===== config.mk =====
export PLATFORM = sky130hd
export DESIGN_NAME = sha3_row_bus_serializer_flat
export DESIGN_NICKNAME = d
export VERILOG_FILES = /design/src/rtl/sha3_row_bus_serializer_if.sv /design/src/rtl/sha3_row_bus_serializer.sv /design/src/flat_wrapper.sv
export SDC_FILE = /design/constraint.sdc
export NUM_CORES = 2
export LEC_CHECK = 0
export BUFFER_PORTS_ARGS = -buffer_cell sky130_fd_sc_hd__buf_4
export CAP_MARGIN = 5
export CORE_AREA = 3 3 648 650
export CTS_BUF_LIST = sky130_fd_sc_hd__clkbuf_4 sky130_fd_sc_hd__clkbuf_8 sky130_fd_sc_hd__clkbuf_16
export DETAILED_ROUTE_END_ITERATION = 16
export DIE_AREA = 0 0 651 653
export PLACE_DENSITY = 0.3
export SLEW_MARGIN = 20
export SYNTH_ARGS = -nofsm -noshare
export SYNTH_HDL_FRONTEND = slang
export SYNTH_SLANG_ARGS = --single-unit
export TNS_END_PERCENT = 10

===== constraint.sdc =====
create_clock -name clk -period 156.8 [get_ports clk]
set_clock_uncertainty 0.2 [all_clocks]
set_input_delay 47.04 -clock clk [delete_from_list [all_inputs] [get_ports clk]]
set_output_delay 47.04 -clock clk [all_outputs]
set_load 0.01 [all_outputs]

===== src/rtl/sha3_row_bus_serializer_if.sv =====
`default_nettype none
// ============================================================================
// Module   : i_sha3_1600_row_bus
// Brief    : Keccak-f[1600] state row bus; 5 rows of 5 x 64-bit lanes plus sample.
// Revision : 1.0
// ============================================================================
interface i_sha3_1600_row_bus;
    logic        sample;
    logic [63:0] rowa [5];
    logic [63:0] rowb [5];
    logic [63:0] rowc [5];
    logic [63:0] rowd [5];
    logic [63:0] rowe [5];

    modport core   (output sample, rowa, rowb, rowc, rowd, rowe);
    modport periph (input  sample, rowa, rowb, rowc, rowd, rowe);
endinterface
`default_nettype wire


===== src/rtl/sha3_row_bus_serializer.sv =====
`default_nettype none
// ============================================================================
// Module   : sha3_row_bus_serializer
// Brief    : Captures a 1600-bit state from the row bus and streams its first
//            OUT_LANES lanes as 64-bit words over a valid/ready interface.
// Revision : 1.0
// ============================================================================
module sha3_row_bus_serializer #(
    parameter int OUT_LANES = 25
) (
    input  logic                clk,
    input  logic                rst,
    i_sha3_1600_row_bus.periph  rows,
    output logic [63:0]         dout,
    output logic                dout_valid,
    input  logic                dout_ready,
    output logic                dout_last,
    output logic                busy,
    output logic                overrun
);

    localparam logic [0:0] c_st_idle   = 1'b0;
    localparam logic [0:0] c_st_drain  = 1'b1;
    localparam logic [4:0] c_last_lane = 5'(OUT_LANES - 1);

    logic [0:0]  r_state;
    logic [0:0]  w_state_nxt;
    logic [4:0]  r_cnt;
    logic [4:0]  w_cnt_nxt;
    logic        r_overrun;
    logic        w_overrun_nxt;
    logic        w_capture;
    logic        w_xfer;
    logic        w_last_xfer;
    logic [63:0] r_buf   [25];
    logic [63:0] w_lanes [25];

    // Lane L = x + 5*y, rows a..e carry y = 0..4.
    for (genvar gx = 0; gx < 5; gx++) begin : g_lane
        assign w_lanes[gx]      = rows.rowa[gx];
        assign w_lanes[gx + 5]  = rows.rowb[gx];
        assign w_lanes[gx + 10] = rows.rowc[gx];
        assign w_lanes[gx + 15] = rows.rowd[gx];
        assign w_lanes[gx + 20] = rows.rowe[gx];
    end

    always_ff @(posedge clk or posedge rst) begin
        if (rst) begin
            r_state   <= c_st_idle;
            r_cnt     <= 5'd0;
            r_overrun <= 1'b0;
            for (int i = 0; i < 25; i++) begin
                r_buf[i] <= 64'd0;
            end
        end else begin
            r_state   <= w_state_nxt;
            r_cnt     <= w_cnt_nxt;
            r_overrun <= w_overrun_nxt;
            if (w_capture) begin
                for (int i = 0; i < 25; i++) begin
                    r_buf[i] <= w_lanes[i];
                end
            end
        end
    end

    assign w_xfer      = (r_state == c_st_drain) && dout_ready;
    assign w_last_xfer = w_xfer && (r_cnt == c_last_lane);

    always_comb begin
        w_state_nxt   = r_state;
        w_cnt_nxt     = r_cnt;
        w_capture     = 1'b0;
        w_overrun_nxt = 1'b0;
        case (r_state)
            c_st_idle: begin
                if (rows.sample) begin
                    w_capture   = 1'b1;
                    w_cnt_nxt   = 5'd0;
                    w_state_nxt = c_st_drain;
                end
            end
            c_st_drain: begin
                if (w_last_xfer) begin
                    // A sample coinciding with the final transfer starts the next stream without a bubble.
                    w_cnt_nxt = 5'd0;
                    if (rows.sample) begin
                        w_capture = 1'b1;
                    end else begin
                        w_state_nxt = c_st_idle;
                    end
                end else begin
                    if (w_xfer) begin
                        w_cnt_nxt = r_cnt + 5'd1;
                    end
                    if (rows.sample) begin
                        w_overrun_nxt = 1'b1;
                    end
                end
            end
            default: begin
                w_state_nxt = c_st_idle;
                w_cnt_nxt   = 5'd0;
            end
        endcase
    end

    always_comb begin
        dout       = 64'd0;
        dout_valid = 1'b0;
        dout_last  = 1'b0;
        busy       = 1'b0;
        overrun    = r_overrun;
        if (r_state == c_st_drain) begin
            dout       = r_buf[r_cnt];
            dout_valid = 1'b1;
            dout_last  = (r_cnt == c_last_lane);
            busy       = 1'b1;
        end
    end

endmodule
`default_nettype wire

===== src/flat_wrapper.sv =====
// flat-port wrapper written by rule: the top's interface ports become plain ports
module sha3_row_bus_serializer_flat 
#(
    parameter int OUT_LANES = 25
)
  (clk, rst, dout, dout_valid, dout_ready, dout_last, busy, overrun, rows_sample, rows_rowa, rows_rowb, rows_rowc, rows_rowd, rows_rowe);
  i_sha3_1600_row_bus rows_i ();
  input  logic clk;
  input  logic rst;
  output logic [63:0] dout;
  output logic dout_valid;
  input  logic dout_ready;
  output logic dout_last;
  output logic busy;
  output logic overrun;
  input wire logic [$bits(rows_i.sample)-1:0] rows_sample;
  input wire logic [$bits(rows_i.rowa)-1:0] rows_rowa;
  input wire logic [$bits(rows_i.rowb)-1:0] rows_rowb;
  input wire logic [$bits(rows_i.rowc)-1:0] rows_rowc;
  input wire logic [$bits(rows_i.rowd)-1:0] rows_rowd;
  input wire logic [$bits(rows_i.rowe)-1:0] rows_rowe;
  assign rows_i.sample = rows_sample;
  assign rows_i.rowa = {>>{rows_rowa}};
  assign rows_i.rowb = {>>{rows_rowb}};
  assign rows_i.rowc = {>>{rows_rowc}};
  assign rows_i.rowd = {>>{rows_rowd}};
  assign rows_i.rowe = {>>{rows_rowe}};
  sha3_row_bus_serializer #(.OUT_LANES(OUT_LANES)) u_core (.clk(clk), .rst(rst), .rows(rows_i), .dout(dout), .dout_valid(dout_valid), .dout_ready(dout_ready), .dout_last(dout_last), .busy(busy), .overrun(overrun));
endmodule

==> reports/results.txt <==
Max Root-Sink Buffers: 4
Final setup viols: 0
Number of detailed-route iterations in the first pass: 5
Warnings from Yosys: 0
Remaining global-route overflow: 0
Initial DRC Count: 2504
NetSw: 733 uW
DR WL/cell: 31.8 um
DP Cell Count: 11617
Final wirelength: 386000 um
Peak supply drop: 0.00000950 V
Clock share of power: 0.254
Fin crit share: 0.338
Largest net degree at the start of global routing: 154
Crit path top cell by count: buf_4
CP endpoint kind: output pin
Critical Path RT: 109560 ps
Relative slew slack: 0.164
Drt via density: 4.12
Clock slew seen by the registers of the worst setup and hold paths: 60 ps
Gp weighted congestion: 0.801
LEAKAGE: 0.0430 uW
Final max-slew violation count: 0
Port Buffers: 1671
Max frequency: 18.9 MHz
Status: completed
Std cell rows: 236
Sequential area share after synthesis: 0.556
Crit path largest cell delay: 890 ps
Clock root buffer: clkbuf_16
P_int: 1280 uW
CP Max Fanout: 62
Startpoint Class: flip-flop
Chip Height: 653 um
# resized after CTS: 0
Setup_tns: 0 ps
Final hold violations: 0
# nets final: 7968
Share of post-route cells with drive strength above 1: 0.461
# H-tree levels: 4
Power Density: 20.5 nW/um^2
Critical path arrival: 5690 ps
I/O Pins: 1672
Vias: 50028
CP Buf/Inv Count: 4
Avg Inst Size Synth: 15.4 sq um
Hold Buf Count CTS: 0
RSZ-0062 raised after global routing: false
Antenna Nets Post-Route: 0
Yosys cell types: 34
Worst-Margin Slew: 1250 ps
HP Class: flip-flop to flip-flop
Die width: 651 um
Detailed Place HPWL: 301000 um
Max Cap Viol: 0
Family with the most delay on the worst path: buffers and inverters
Fin crit period: 52930 ps
Starting Density: 0.175
GRT Util Overall: 0.176
Switching fraction of total power: 0.363
Setup CP Type: flip-flop to output pin
DRC: 0
Part of the power in registers: 0.365
Initial antenna violation count: 353
Part of the power in combinational logic: 0.381
Post-CTS Setup Repair Bufs: 0
Syn Nets: 6313
Worst-skew pair later-pin latency: 890 ps
First-pass GRT wire length: 507000 um
Core area: 414000 sq um
Vias in the first global route: 53105
Cells after Synth: 4707
Die area: 425000 sq um
Yosys reg bits: 1607
Cell area after synthesis: 72300 sq um
CTS Buf Count: 215
TritonCTS clock tree: built
Crit-path cells: buf_4, buf_12, buf_4, mux4_2, o22ai_1, nor3_1, buf_4
Non-filler cells, final: 12148
CTS sink cnt: 1607
CP max stage cell: dfrtp_4
Layout area overhead: 35.9%
==> power by group through the flow <==
stage               Combinational (uW)  Clock [uW]  Sequential [uW]
floorplan                          455           0              693
detailed placement                 790           0              743
global route                       829         548              761
CTS                                793         535              737
global placement                   779           0              740
finish                             769         512              736
==> worst reg2reg max path, stage by stage, from the launching register on <==
cell      delay, ps
dfrtp_4         730
buf_12          450
inv_1           190
ha_1            190
nand4b_2        210
o21ai_4         640
and2_4          840
buf_4           920
buf_4           630
buf_4           730
buf_4           930
buf_4           840
mux2_2          450
==> cell usage after synthesis <==
master    number  area [sq um]
a211oi_1       1          7.51
a21o_1         1          7.51
a21oi_1        1          5.00
a22oi_1      129           968
a32o_1         1          10.0
a32oi_1       64           561
and2_1         2          12.5
buf_1         17          63.8
buf_2        130           651
buf_4          1          7.51
buf_6        111          1250
clkbuf_1     106           398
dfrtp_1     1607         40200
ha_1           2          25.0
inv_1         71           267
mux2_1      1000         11300
mux2_2       536          6040
mux2i_1      256          2560
mux4_2       256          5770
nand2_1        6          22.5
nand3_1       66           330
nand3b_1       1          7.51
nand4_1        1          6.26
nand4b_1       1          8.76
nand4b_2       1          15.0
nor2_1         6          22.5
nor2b_1        2          12.5
nor3_1        64           320
o211ai_1       1          7.51
o21ai_0      133           666
o21ai_2        1          8.76
o22ai_1      130           813
or3_1          1          6.26
or4b_1         1          10.0
==> registers in the layout, indices dropped and copies added, names as in the netlist <==
register,flops
u_core.r_buf,1600
u_core.r_cnt,5
u_core.overrun,1
u_core.r_state,1
==> placed cells by master, fill, tap and decap left out, types with 6 or more instances in the layout <==
| cell type | n |
|---|---|
| a32oi_1 | 58 |
| clkinv_2 | 29 |
| mux2i_1 | 256 |
| dfrtp_1 | 1603 |
| buf_12 | 8 |
| a32oi_2 | 6 |
| mux4_2 | 256 |
| bufinv_16 | 7 |
| clkbuf_16 | 215 |
| o21ai_0 | 133 |
| diode_2 | 139 |
| nor3_1 | 64 |
| a22oi_1 | 129 |
| clkbuf_8 | 63 |
| mux2_1 | 1000 |
| o22ai_1 | 128 |
| buf_4 | 1790 |
| mux2_2 | 536 |
| clkbuf_4 | 57 |
| nand3_1 | 65 |
| inv_1 | 70 |
==> through the flow <==
step	worst slack, ps	hold slack [ps]	area (sq um)	power (uW)	utilization
after floorplan	64210	252	72300	1150	-
after global placement	103170	262	90500	1520	0.219
after detailed placement	103110	270	90600	1530	0.219
after CTS	103570	283	97900	2060	0.237
after global routing	103490	290	98200	2140	0.237
final	103880	279	98300	2020	0.238
==> metal layers <==
layer,wire length (um),vias to the layer above,track usage
met5,1030,-,0
met4,13300,154,0.0770
met3,27400,776,0.0566
met2,189000,1710,0.288
met1,156000,26157,0.210
li1,-,21231,-
==> final timing paths <==
check / from / to / slack [ps] / depth (start not counted)
max: u_core.r_cnt[0] / dout[26] / 103880 / 7
min: u_core.r_buf[442] / u_core.r_buf[442] / 280 / 1
max reg2reg: u_core.r_cnt[0] / u_core.r_buf[623] / 148730 / 12
min reg2reg: u_core.r_buf[442] / u_core.r_buf[442] / 280 / 1
max in group asynchronous: rst / u_core.r_buf[635] / 106510 / 6
min in group asynchronous: rst / u_core.r_buf[319] / 46070 / 2
==> layout make-up <==
class	count	area, sq um
well taps	5474	6850
inverters	71	274
flip-flops and latches	1607	40200
multi-input cells	2664	29600
repair buffers	1803	13700
clock inverters	55	627
clock buffers	335	6680
fillers	43641	315000
diodes	139	348
==> kinds of logic (layout without fill, tap and decap cells) <==
| kind of cell | count (synthesis) | in the layout | share of synthesized area |
|---|---|---|---|
| AOI/OAI and AO/OA | 462 | 462 | 0.0422 |
| adders and majority gates | 2 | 2 | 0.000346 |
| buffers and inverters | 436 | 2264 | 0.0364 |
| DFF | 1607 | 1607 | 0.556 |
| muxes | 2048 | 2048 | 0.354 |
| other | 0 | 139 | 0 |
| and+or+nand+nor | 152 | 152 | 0.0107 |
Note: power is estimated with default switching activity, not from simulation.
